$ cat src/rtl/s2h_gate_pkg.sv
// -----------------------------------------------------------------------------
// s2h_gate_pkg
// Shared types and helpers for the S2MM command-ordered stream gate.
//   gate_state_t : gate FSM state (IDLE = no outstanding command, OPEN = a
//                  tag sits at the FIFO head and its channel is routed).
//   ch_idx()     : channel tag width for a given channel count, at least 1.
//   DROP_CNT_W   : width of the discarded-beat counter.
// -----------------------------------------------------------------------------
package s2h_gate_pkg;

  typedef enum logic [0:0] {
    IDLE = 1'b0,
    OPEN = 1'b1
  } gate_state_t;

  localparam int DROP_CNT_W = 16;

  // Tag width: clog2 of the channel count, but never narrower than one bit.
  function automatic int ch_idx(input int num_ch);
    int w;
    w = $clog2(num_ch);
    if (w < 1) begin
      return 1;
    end else begin
      return w;
    end
  endfunction

endpackage

$ cat src/rtl/s2h_tag_fifo.sv
// -----------------------------------------------------------------------------
// s2h_tag_fifo
// Synchronous FIFO of channel tags, one entry per outstanding S2MM command.
// The head entry is presented combinationally from the read pointer, so a
// pushed tag is visible at the head the cycle after the push.
// Ports:
//   clk, rst   : clock, synchronous active-high reset (clears pointers/count)
//   push       : write push_data (ignored while full)
//   push_data  : tag to store
//   pop        : retire the head entry (ignored while empty)
//   head       : tag at the read pointer
//   count      : number of stored tags, 0 .. 2^DEPTH_LOG2
//   full       : count equals 2^DEPTH_LOG2
// -----------------------------------------------------------------------------
module s2h_tag_fifo #(
  parameter int W          = 1,
  parameter int DEPTH_LOG2 = 3
) (
  input  logic                  clk,
  input  logic                  rst,
  input  logic                  push,
  input  logic [W-1:0]          push_data,
  input  logic                  pop,
  output logic [W-1:0]          head,
  output logic [DEPTH_LOG2:0]   count,
  output logic                  full
);

  localparam int DEPTH = 1 << DEPTH_LOG2;
  localparam logic [DEPTH_LOG2:0] FULL_CNT = {1'b1, {DEPTH_LOG2{1'b0}}};

  logic [W-1:0]          mem_r [DEPTH];
  logic [DEPTH_LOG2-1:0] wr_ptr_r;
  logic [DEPTH_LOG2-1:0] rd_ptr_r;
  logic [DEPTH_LOG2:0]   count_r;
  logic                  push_ok_s;
  logic                  pop_ok_s;

  assign full      = (count_r == FULL_CNT);
  assign push_ok_s = push & ~full;
  assign pop_ok_s  = pop & (count_r != {(DEPTH_LOG2+1){1'b0}});
  assign head      = mem_r[rd_ptr_r];
  assign count     = count_r;

  // Storage, pointers and occupancy; pointers wrap naturally at 2^DEPTH_LOG2.
  always_ff @(posedge clk) begin
    if (rst) begin
      wr_ptr_r <= {DEPTH_LOG2{1'b0}};
      rd_ptr_r <= {DEPTH_LOG2{1'b0}};
      count_r  <= {(DEPTH_LOG2+1){1'b0}};
      for (int i = 0; i < DEPTH; i++) begin
        mem_r[i] <= {W{1'b0}};
      end
    end else begin
      if (push_ok_s) begin
        mem_r[wr_ptr_r] <= push_data;
        wr_ptr_r        <= wr_ptr_r + DEPTH_LOG2'(1);
      end
      if (pop_ok_s) begin
        rd_ptr_r <= rd_ptr_r + DEPTH_LOG2'(1);
      end
      case ({push_ok_s, pop_ok_s})
        2'b10:   count_r <= count_r + (DEPTH_LOG2+1)'(1);
        2'b01:   count_r <= count_r - (DEPTH_LOG2+1)'(1);
        default: count_r <= count_r;
      endcase
    end
  end

endmodule

$ cat src/rtl/s2h_stream_gate.sv
// -----------------------------------------------------------------------------
// s2h_stream_gate
// Command-ordered gate/mux between NUM_CH source streams and the single S2MM
// data input of an AXI datamover. Each accepted S2MM command pushes its channel
// tag into a tag FIFO; the gate then forwards exactly one packet (ending on
// tlast) from the channel at the FIFO head, pops, and moves to the next tag.
//
// Optional feature macro: S2H_STREAM_GATE_DRAIN_EN
//   defined     : while no command is outstanding every source is accepted and
//                 its beats are discarded, counted in drop_count (saturating).
//   not defined : stray beats stall while idle; drop_count is constant 0.
//
// Ports:
//   clk, rst                    clock, synchronous active-high reset
//   s_cmd_*                     command from the control master (+ channel tag)
//   m_cmd_*                     command to the datamover (payload passed through)
//   s_tdata/s_tvalid/s_tlast/s_tready  per-channel source streams
//   m_tdata/m_tvalid/m_tlast/m_tready  datamover S2MM stream
//   pending                     outstanding command count
//   pkt_done, pkt_done_ch       one-cycle pulse and channel of a finished packet
//   drop_count                  discarded-beat counter
// -----------------------------------------------------------------------------
module s2h_stream_gate
  import s2h_gate_pkg::*;
#(
  parameter int NUM_CH     = 2,
  parameter int DATA_W     = 64,
  parameter int CMD_W      = 72,
  parameter int DEPTH_LOG2 = 3,
  localparam int CH_W      = ch_idx(NUM_CH)
) (
  input  logic                     clk,
  input  logic                     rst,
  input  logic                     s_cmd_tvalid,
  output logic                     s_cmd_tready,
  input  logic [CMD_W-1:0]         s_cmd_tdata,
  input  logic [CH_W-1:0]          s_cmd_ch,
  output logic                     m_cmd_tvalid,
  input  logic                     m_cmd_tready,
  output logic [CMD_W-1:0]         m_cmd_tdata,
  input  logic [NUM_CH*DATA_W-1:0] s_tdata,
  input  logic [NUM_CH-1:0]        s_tvalid,
  input  logic [NUM_CH-1:0]        s_tlast,
  output logic [NUM_CH-1:0]        s_tready,
  output logic [DATA_W-1:0]        m_tdata,
  output logic                     m_tvalid,
  output logic                     m_tlast,
  input  logic                     m_tready,
  output logic [DEPTH_LOG2:0]      pending,
  output logic                     pkt_done,
  output logic [CH_W-1:0]          pkt_done_ch,
  output logic [DROP_CNT_W-1:0]    drop_count
);

  localparam logic [DEPTH_LOG2:0] ONE_CNT = {{DEPTH_LOG2{1'b0}}, 1'b1};

  gate_state_t         state_r;
  gate_state_t         state_nxt_s;
  logic [CH_W-1:0]     head_s;
  logic [DEPTH_LOG2:0] count_s;
  logic                full_s;
  logic                cmd_fire_s;
  logic                data_fire_s;
  logic                pkt_done_r;
  logic [CH_W-1:0]     pkt_done_ch_r;

  // Command path: the datamover only sees a command when a tag slot is free.
  assign m_cmd_tvalid = s_cmd_tvalid & ~full_s;
  assign s_cmd_tready = m_cmd_tready & ~full_s;
  assign m_cmd_tdata  = s_cmd_tdata;
  assign cmd_fire_s   = m_cmd_tvalid & m_cmd_tready;

  s2h_tag_fifo #(
    .W          (CH_W),
    .DEPTH_LOG2 (DEPTH_LOG2)
  ) u_tag_fifo (
    .clk       (clk),
    .rst       (rst),
    .push      (cmd_fire_s),
    .push_data (s_cmd_ch),
    .pop       (data_fire_s),
    .head      (head_s),
    .count     (count_s),
    .full      (full_s)
  );

  assign pending = count_s;

  // Gate state register.
  always_ff @(posedge clk) begin
    if (rst) begin
      state_r <= IDLE;
    end else begin
      state_r <= state_nxt_s;
    end
  end

  // Data mux, per-channel ready, packet-end detection and next gate state.
  // A head tag outside 0..NUM_CH-1 matches no channel, so the gate stalls.
  always_comb begin
    m_tdata     = {DATA_W{1'b0}};
    m_tvalid    = 1'b0;
    m_tlast     = 1'b0;
    s_tready    = {NUM_CH{1'b0}};
    state_nxt_s = state_r;
    case (state_r)
      OPEN: begin
        for (int i = 0; i < NUM_CH; i++) begin
          if (head_s == CH_W'(i)) begin
            m_tdata     = s_tdata[i*DATA_W +: DATA_W];
            m_tvalid    = s_tvalid[i];
            m_tlast     = s_tlast[i];
            s_tready[i] = m_tready;
          end else begin
            s_tready[i] = 1'b0;
          end
        end
      end
      IDLE: begin
`ifdef S2H_STREAM_GATE_DRAIN_EN
        s_tready = {NUM_CH{1'b1}};
`else
        s_tready = {NUM_CH{1'b0}};
`endif
      end
      default: begin
        s_tready = {NUM_CH{1'b0}};
      end
    endcase

    data_fire_s = m_tvalid & m_tready & m_tlast;

    // Open while at least one tag will remain after this cycle's push/pop.
    case (state_r)
      IDLE: begin
        if (cmd_fire_s) begin
          state_nxt_s = OPEN;
        end else begin
          state_nxt_s = IDLE;
        end
      end
      OPEN: begin
        if (data_fire_s && !cmd_fire_s && (count_s == ONE_CNT)) begin
          state_nxt_s = IDLE;
        end else begin
          state_nxt_s = OPEN;
        end
      end
      default: state_nxt_s = IDLE;
    endcase
  end

  // Packet completion pulse; the channel is held between pulses.
  always_ff @(posedge clk) begin
    if (rst) begin
      pkt_done_r    <= 1'b0;
      pkt_done_ch_r <= {CH_W{1'b0}};
    end else begin
      pkt_done_r <= data_fire_s;
      if (data_fire_s) begin
        pkt_done_ch_r <= head_s;
      end else begin
        pkt_done_ch_r <= pkt_done_ch_r;
      end
    end
  end

  assign pkt_done    = pkt_done_r;
  assign pkt_done_ch = pkt_done_ch_r;

`ifdef S2H_STREAM_GATE_DRAIN_EN
  logic [DROP_CNT_W-1:0] drop_cnt_r;
  logic [4:0]            drop_beats_s;
  logic [DROP_CNT_W:0]   drop_sum_s;

  // Number of beats discarded this cycle (all sources are accepted in IDLE).
  always_comb begin
    drop_beats_s = 5'd0;
    if (state_r == IDLE) begin
      for (int i = 0; i < NUM_CH; i++) begin
        drop_beats_s = drop_beats_s + {4'd0, s_tvalid[i]};
      end
    end else begin
      drop_beats_s = 5'd0;
    end
    drop_sum_s = {1'b0, drop_cnt_r} + {{(DROP_CNT_W-4){1'b0}}, drop_beats_s};
  end

  // Saturating discarded-beat counter.
  always_ff @(posedge clk) begin
    if (rst) begin
      drop_cnt_r <= {DROP_CNT_W{1'b0}};
    end else if (drop_sum_s[DROP_CNT_W]) begin
      drop_cnt_r <= {DROP_CNT_W{1'b1}};
    end else begin
      drop_cnt_r <= drop_sum_s[DROP_CNT_W-1:0];
    end
  end

  assign drop_count = drop_cnt_r;
`else
  assign drop_count = {DROP_CNT_W{1'b0}};
`endif

endmodule

$ cat config.mk
export PLATFORM = sky130hd
export DESIGN_NAME = s2h_stream_gate
export DESIGN_NICKNAME = d
export VERILOG_FILES = /design/src/rtl/s2h_gate_pkg.sv /design/src/rtl/s2h_tag_fifo.sv /design/src/rtl/s2h_stream_gate.sv
export SDC_FILE = /design/constraint.sdc
export NUM_CORES = 1
export LEC_CHECK = 0
export ABC_CLOCK_PERIOD_IN_PS = 2330
export CORE_AREA = 5 5 144 146
export CTS_CLUSTER_DIAMETER = 50
export DETAILED_ROUTE_END_ITERATION = 10
export DIE_AREA = 0 0 149 151
export HOLD_SLACK_MARGIN = 0.08
export SYNTH_ARGS = -nofsm -noshare
export SYNTH_HDL_FRONTEND = slang
export SYNTH_SLANG_ARGS = --single-unit
$ cat constraint.sdc
create_clock -name clk -period 2.33 [get_ports clk]
set_input_delay 0.466 -clock clk [delete_from_list [all_inputs] [get_ports clk]]
set_output_delay 0.466 -clock clk [all_outputs]
set_load 0.05 [all_outputs]
# Word-level counts from Yosys, hierarchy flattened
# Memory sizes are Yosys's and may differ from the RTL's. A register that Yosys moved wholly into a read port is not among the register bits.
# Cells that the tools add are included.
# totals
register_bits	13
mem_bits_rw	8
inputBits	210
out_inout_bits	164
word_cells	53
n_memories	1
# classes
add_sub_neg	4
eq_ne	4
mux	23
bitwise	9
n_reduce_logical	6
# memory_table
name	depth	word_bits	rd	rd_clocked_by_memory_dff	wr	line_no	rtl
u_tag_fifo.mem_r	8	1	1	1	8	s2h_tag_fifo.sv:32	logic [W-1:0] mem_r [DEPTH];
# ops
operator	count
2-to-1 mux 64 bit	2
2-to-1 mux 1 bit	15
2-to-1 mux 3 bit	3
case mux 4 bit (2 select lines)	1
AND 1 bit	7
adder 3 x 1 -> 3 bit (second input constant)	2
adder 4 x 1 -> 4 bit (second input constant)	1
== test 4 x 1 -> 1 bit (second input constant)	1
== test 4 bit (second input constant)	1
case mux 2 bit (2 select lines)	1
nonzero test 4 bit	1
subtractor 4 x 1 -> 4 bit (second input constant)	1
== test 2 x 1 -> 1 bit (second input constant)	1
== test 2 bit (second input constant)	1
logical AND 1 bit	2
NOT 1 bit	2
case mux 1 bit (2 select lines)	1
nonzero test 2 bit	1
logical NOT 1 bit	1
OR reduction 1 bit	1

# Longest topological paths before layout
# logic_depth
ltp_word	10
mapped_depth	11
ltp_nobuf	11

# Cells and area by module
# Synthesis repeated with hierarchy kept, for this count alone.
# unflattened
hier_cells	357
area_unflattened_um2	3080.5
# by_module_without_submodules
mod	n_inst	cells_each	area_each_um2	seq_area_each_um2
s2h_stream_gate	1	257	2021.9	60.1
s2h_tag_fifo	1	100	1058.5	500.5

# Worst setup path after synthesis
# No wires, ideal clock.
# synth_timing
kind	reg2out
start	reg with a tool-made name
end	out m_tdata[34]
arrival_ps	2310
required_time_ps	1864
slack_ps	-446
path_stages_with_launch	7
path_buffers	2
cell_sequence	dfxtp_1 -> mux4_2 -> mux2i_4 -> buf_2 -> buf_2 -> nand2_1 -> a21boi_1
# synth_rtl
element	line_no	rtl
end, declared	s2h_stream_gate.sv:45	output logic [DATA_W-1:0] m_tdata,

==> flow_summary.toml <==
[detailed_routing]
totalWireLength_um = 12400
postRouteAntennaNets = 0
drtIter0Drc = 61
drt_first_pass_iters = 4
wl_per_cell_um = 14.7
post-route-drc-count = 0
viasPerCell = 3.89
vias = 3275

[worst_hold_path]
hp-class = "reg2reg"
min_path_cells = 2
min_from = "pkt_done_ch$_SDFFE_PP0P_"

[global_route]
grt_antenna_before_repair = 0
grt_max_degree = 67
grt_use_total = 0.100
grt_overflow_total = 0
grt_pass1_vias = 3282
grt_pass1_wl_um = 18000

[die]
die_height_um = 151
ioPinCount = 374
die-area_mm2 = 0.0225
coreArea_mm2 = 0.0193
start_util = 0.155
die_w_um = 149
rows = 51

[clock_tree]
root_buffer = "clkbuf_16"
cts.clk_slew.worst_paths_ns = 0.06
cts_max_path_buffers = 2
clock_latency_ns = 0.25
cts_buffers = 3
htree_levels = 1
cts_tree = "built"
clkSinkCount = 24

[power_and_ir_drop]
total_power_w = 0.00210
vdd_drop_max_uv = 230
p_leak_nw = 2.45
power_density_mw_per_mm2 = 315

[critical_path]
reg2reg_setup_slack_ns = -0.28
worstSetupPathType = "reg2reg"
cp_data_arrival_time_ns = 2.76
start_kind = "flop"
critPathSlowestCell = "mux4_2"
crit_fanout = 4
cp_slowest_stage_delay_ns = 0.54
required_ns = 2.48
path_depth = 11
cp_top_family = "multiplexers"
path_cells = "mux4_2 > mux2i_4 > buf_12 > buf_6 > mux2i_4 > inv_2 > ha_4 > or4b_4 > a21oi_4 > xnor2_1 > nor2_1"
cp_num_buf_inv = 3
r2r_cells = 11
crit_top_cell = "mux2i_4"
endpoint_kind = "flop"

[sta]
relSlewSlack = 0.664
slew_viol_final = 0
fin_crit_sh = 1.12
rsz0062_at_grt = "yes"
skew_ns = 0.00223
fmaxAchievable_ghz = 0.383
timing.final.crit_period_ns = 2.61
worst_pin_slew_ns = 0.502
setup_tns_ns = -15.54
holdWs_ns = 0.502
hold_violations = 0
layout_setup_ws_ns = -0.282
setup-violations-final = 72

[synth]
yosysSeqAreaShare = 0.187
synth_area_per_cell_um2 = 6.95
synth_area_leaders = "buf_4 22%, nand2_1 17%, a21boi_1 17%, dfxtp_1 11%, edfxtp_1 8.0%"
synth_top_area_share = 0.221
ys_warn_count = 0
ys_ff_latch = 24
syn_area_mm2 = 0.00300
yosysUniqueCellTypes = 37
async_flop_share = 0
synth_edf_count = 8
synth_top_area_cell = "buf_4"
synth_cells = 431
synth_flop_cell = "dfxtp_1"

[cells_and_area]
regArea_um2 = 573
fillers = 1967
num-nets-final = 794
final_layout_size_suffix_gt1_frac = 0.350
postLayoutCoreUtil = 0.346
multiInputGateArea_mm2 = 0.00249
n_antenna_cell = 0
area_delta_synth_final_pct = 123

[placement]
portBuffers = 213
routabilityCongestion = 0.729
dp_hpwl_um = 9790
place_ws_ns = -0.260

[job]
cap_violations = 0

[run_status]
status = "finished with violations"
violations = "setup timing"
cell usage in the layout (no fill, tap or decap), types with 2 or more instances in the layout:
cell type | synthesis | routed
buf_12 | 0 | 74
buf_16 | 0 | 3
mux4_2 | 2 | 2
nand2_1 | 137 | 118
clkdlybuf4s50_1 | 0 | 143
mux2_1 | 3 | 3
nor3_1 | 2 | 2
buf_6 | 0 | 4
nand2b_1 | 3 | 3
and2_1 | 2 | 2
nand4b_1 | 2 | 2
nand4_1 | 3 | 3
nand2_2 | 0 | 19
dfxtp_1 | 16 | 12
mux2i_4 | 1 | 2
inv_2 | 1 | 2
buf_4 | 88 | 17
clkbuf_16 | 0 | 3
or4b_1 | 3 | 2
dfxtp_4 | 0 | 3
nor2b_1 | 3 | 3
a21oi_1 | 4 | 3
edfxtp_1 | 8 | 8
o21bai_1 | 9 | 9
a21boi_4 | 0 | 59
mux2i_1 | 5 | 4
conb_1 | 1 | 16
inv_1 | 5 | 4
xnor2_1 | 3 | 3
ha_1 | 6 | 5
nor2_1 | 20 | 19
a21boi_2 | 0 | 7
logic make-up (layout without fill, tap and decap cells):
family	count (synthesis)	in the layout	share of synthesized area
AND/OR/NAND/NOR	180	180	0.251
AO/OA/AOI/OAI	83	83	0.203
buffers and inverters	120	251	0.264
adder cells (fa/ha/maj)	6	6	0.0251
multiplexers	12	12	0.0543
other	1	16	0.00125
flip-flops	24	24	0.187
XOR/XNOR	5	5	0.0146
per-layer routing:
layer,up-vias,global-route usage,part of all wire
met5,-,0,0
met4,0,0.0279,0.022
met3,28,0.0377,0.10
met2,159,0.173,0.48
met1,1490,0.117,0.40
li1,1598,-,-
tightest hold or removal path, cell delays in order (launching register included):
cell and delay, ns:
dfxtp_1 0.32, o21ai_1 0.07, a21oi_1 0.06
where the power goes:
part / internal, W / switching, W
registers: 0.000444 / 0.00000898
logic: 0.000648 / 0.000625
clock network: 0.000234 / 0.000142
through the flow:
| step | cells | instance area, um2 |
|---|---|---|
| after floorplan | 446 | 3790 |
| after detailed placement | 833 | 6400 |
| after CTS | 841 | 6600 |
| after global placement | 833 | 6400 |
| final | 842 | 6670 |
| after global routing | 842 | 6670 |
cells in the mapped netlist, types with 4 or more instances:
| cell | n |
|---|---|
| inv_1 | 5 |
| dfxtp_1 | 16 |
| a21oi_1 | 4 |
| a21boi_1 | 66 |
| buf_4 | 88 |
| buf_2 | 7 |
| nand2_1 | 137 |
| ha_1 | 6 |
| nor2_1 | 20 |
| o21bai_1 | 9 |
| mux2i_1 | 5 |
| edfxtp_1 | 8 |
| clkbuf_1 | 19 |
worst paths after layout:
kind                                       to
max          u_tag_fifo.count[3]$_SDFFE_PP0P_
min                  pkt_done_ch$_SDFFE_PP0P_
max reg2reg  u_tag_fifo.count[3]$_SDFFE_PP0P_
min reg2reg          pkt_done_ch$_SDFFE_PP0P_
repair_timing:
action                     4_1_cts  5_1_grt
cloned                           2        0
pin swaps                        1        9
resized for setup               16       16
setup buffers                    2        1
hold buffers                     0        0
setup endpoints to repair       71       74
cell type report:
class,count,area share
sequential,24,0.0859
multi-input combinational,302,0.374
timing repair buffer,241,0.475
clock buffer,4,0.0118
tap,265,0.0497
inverter,6,0.00338
(Power assumes the default switching activity.)
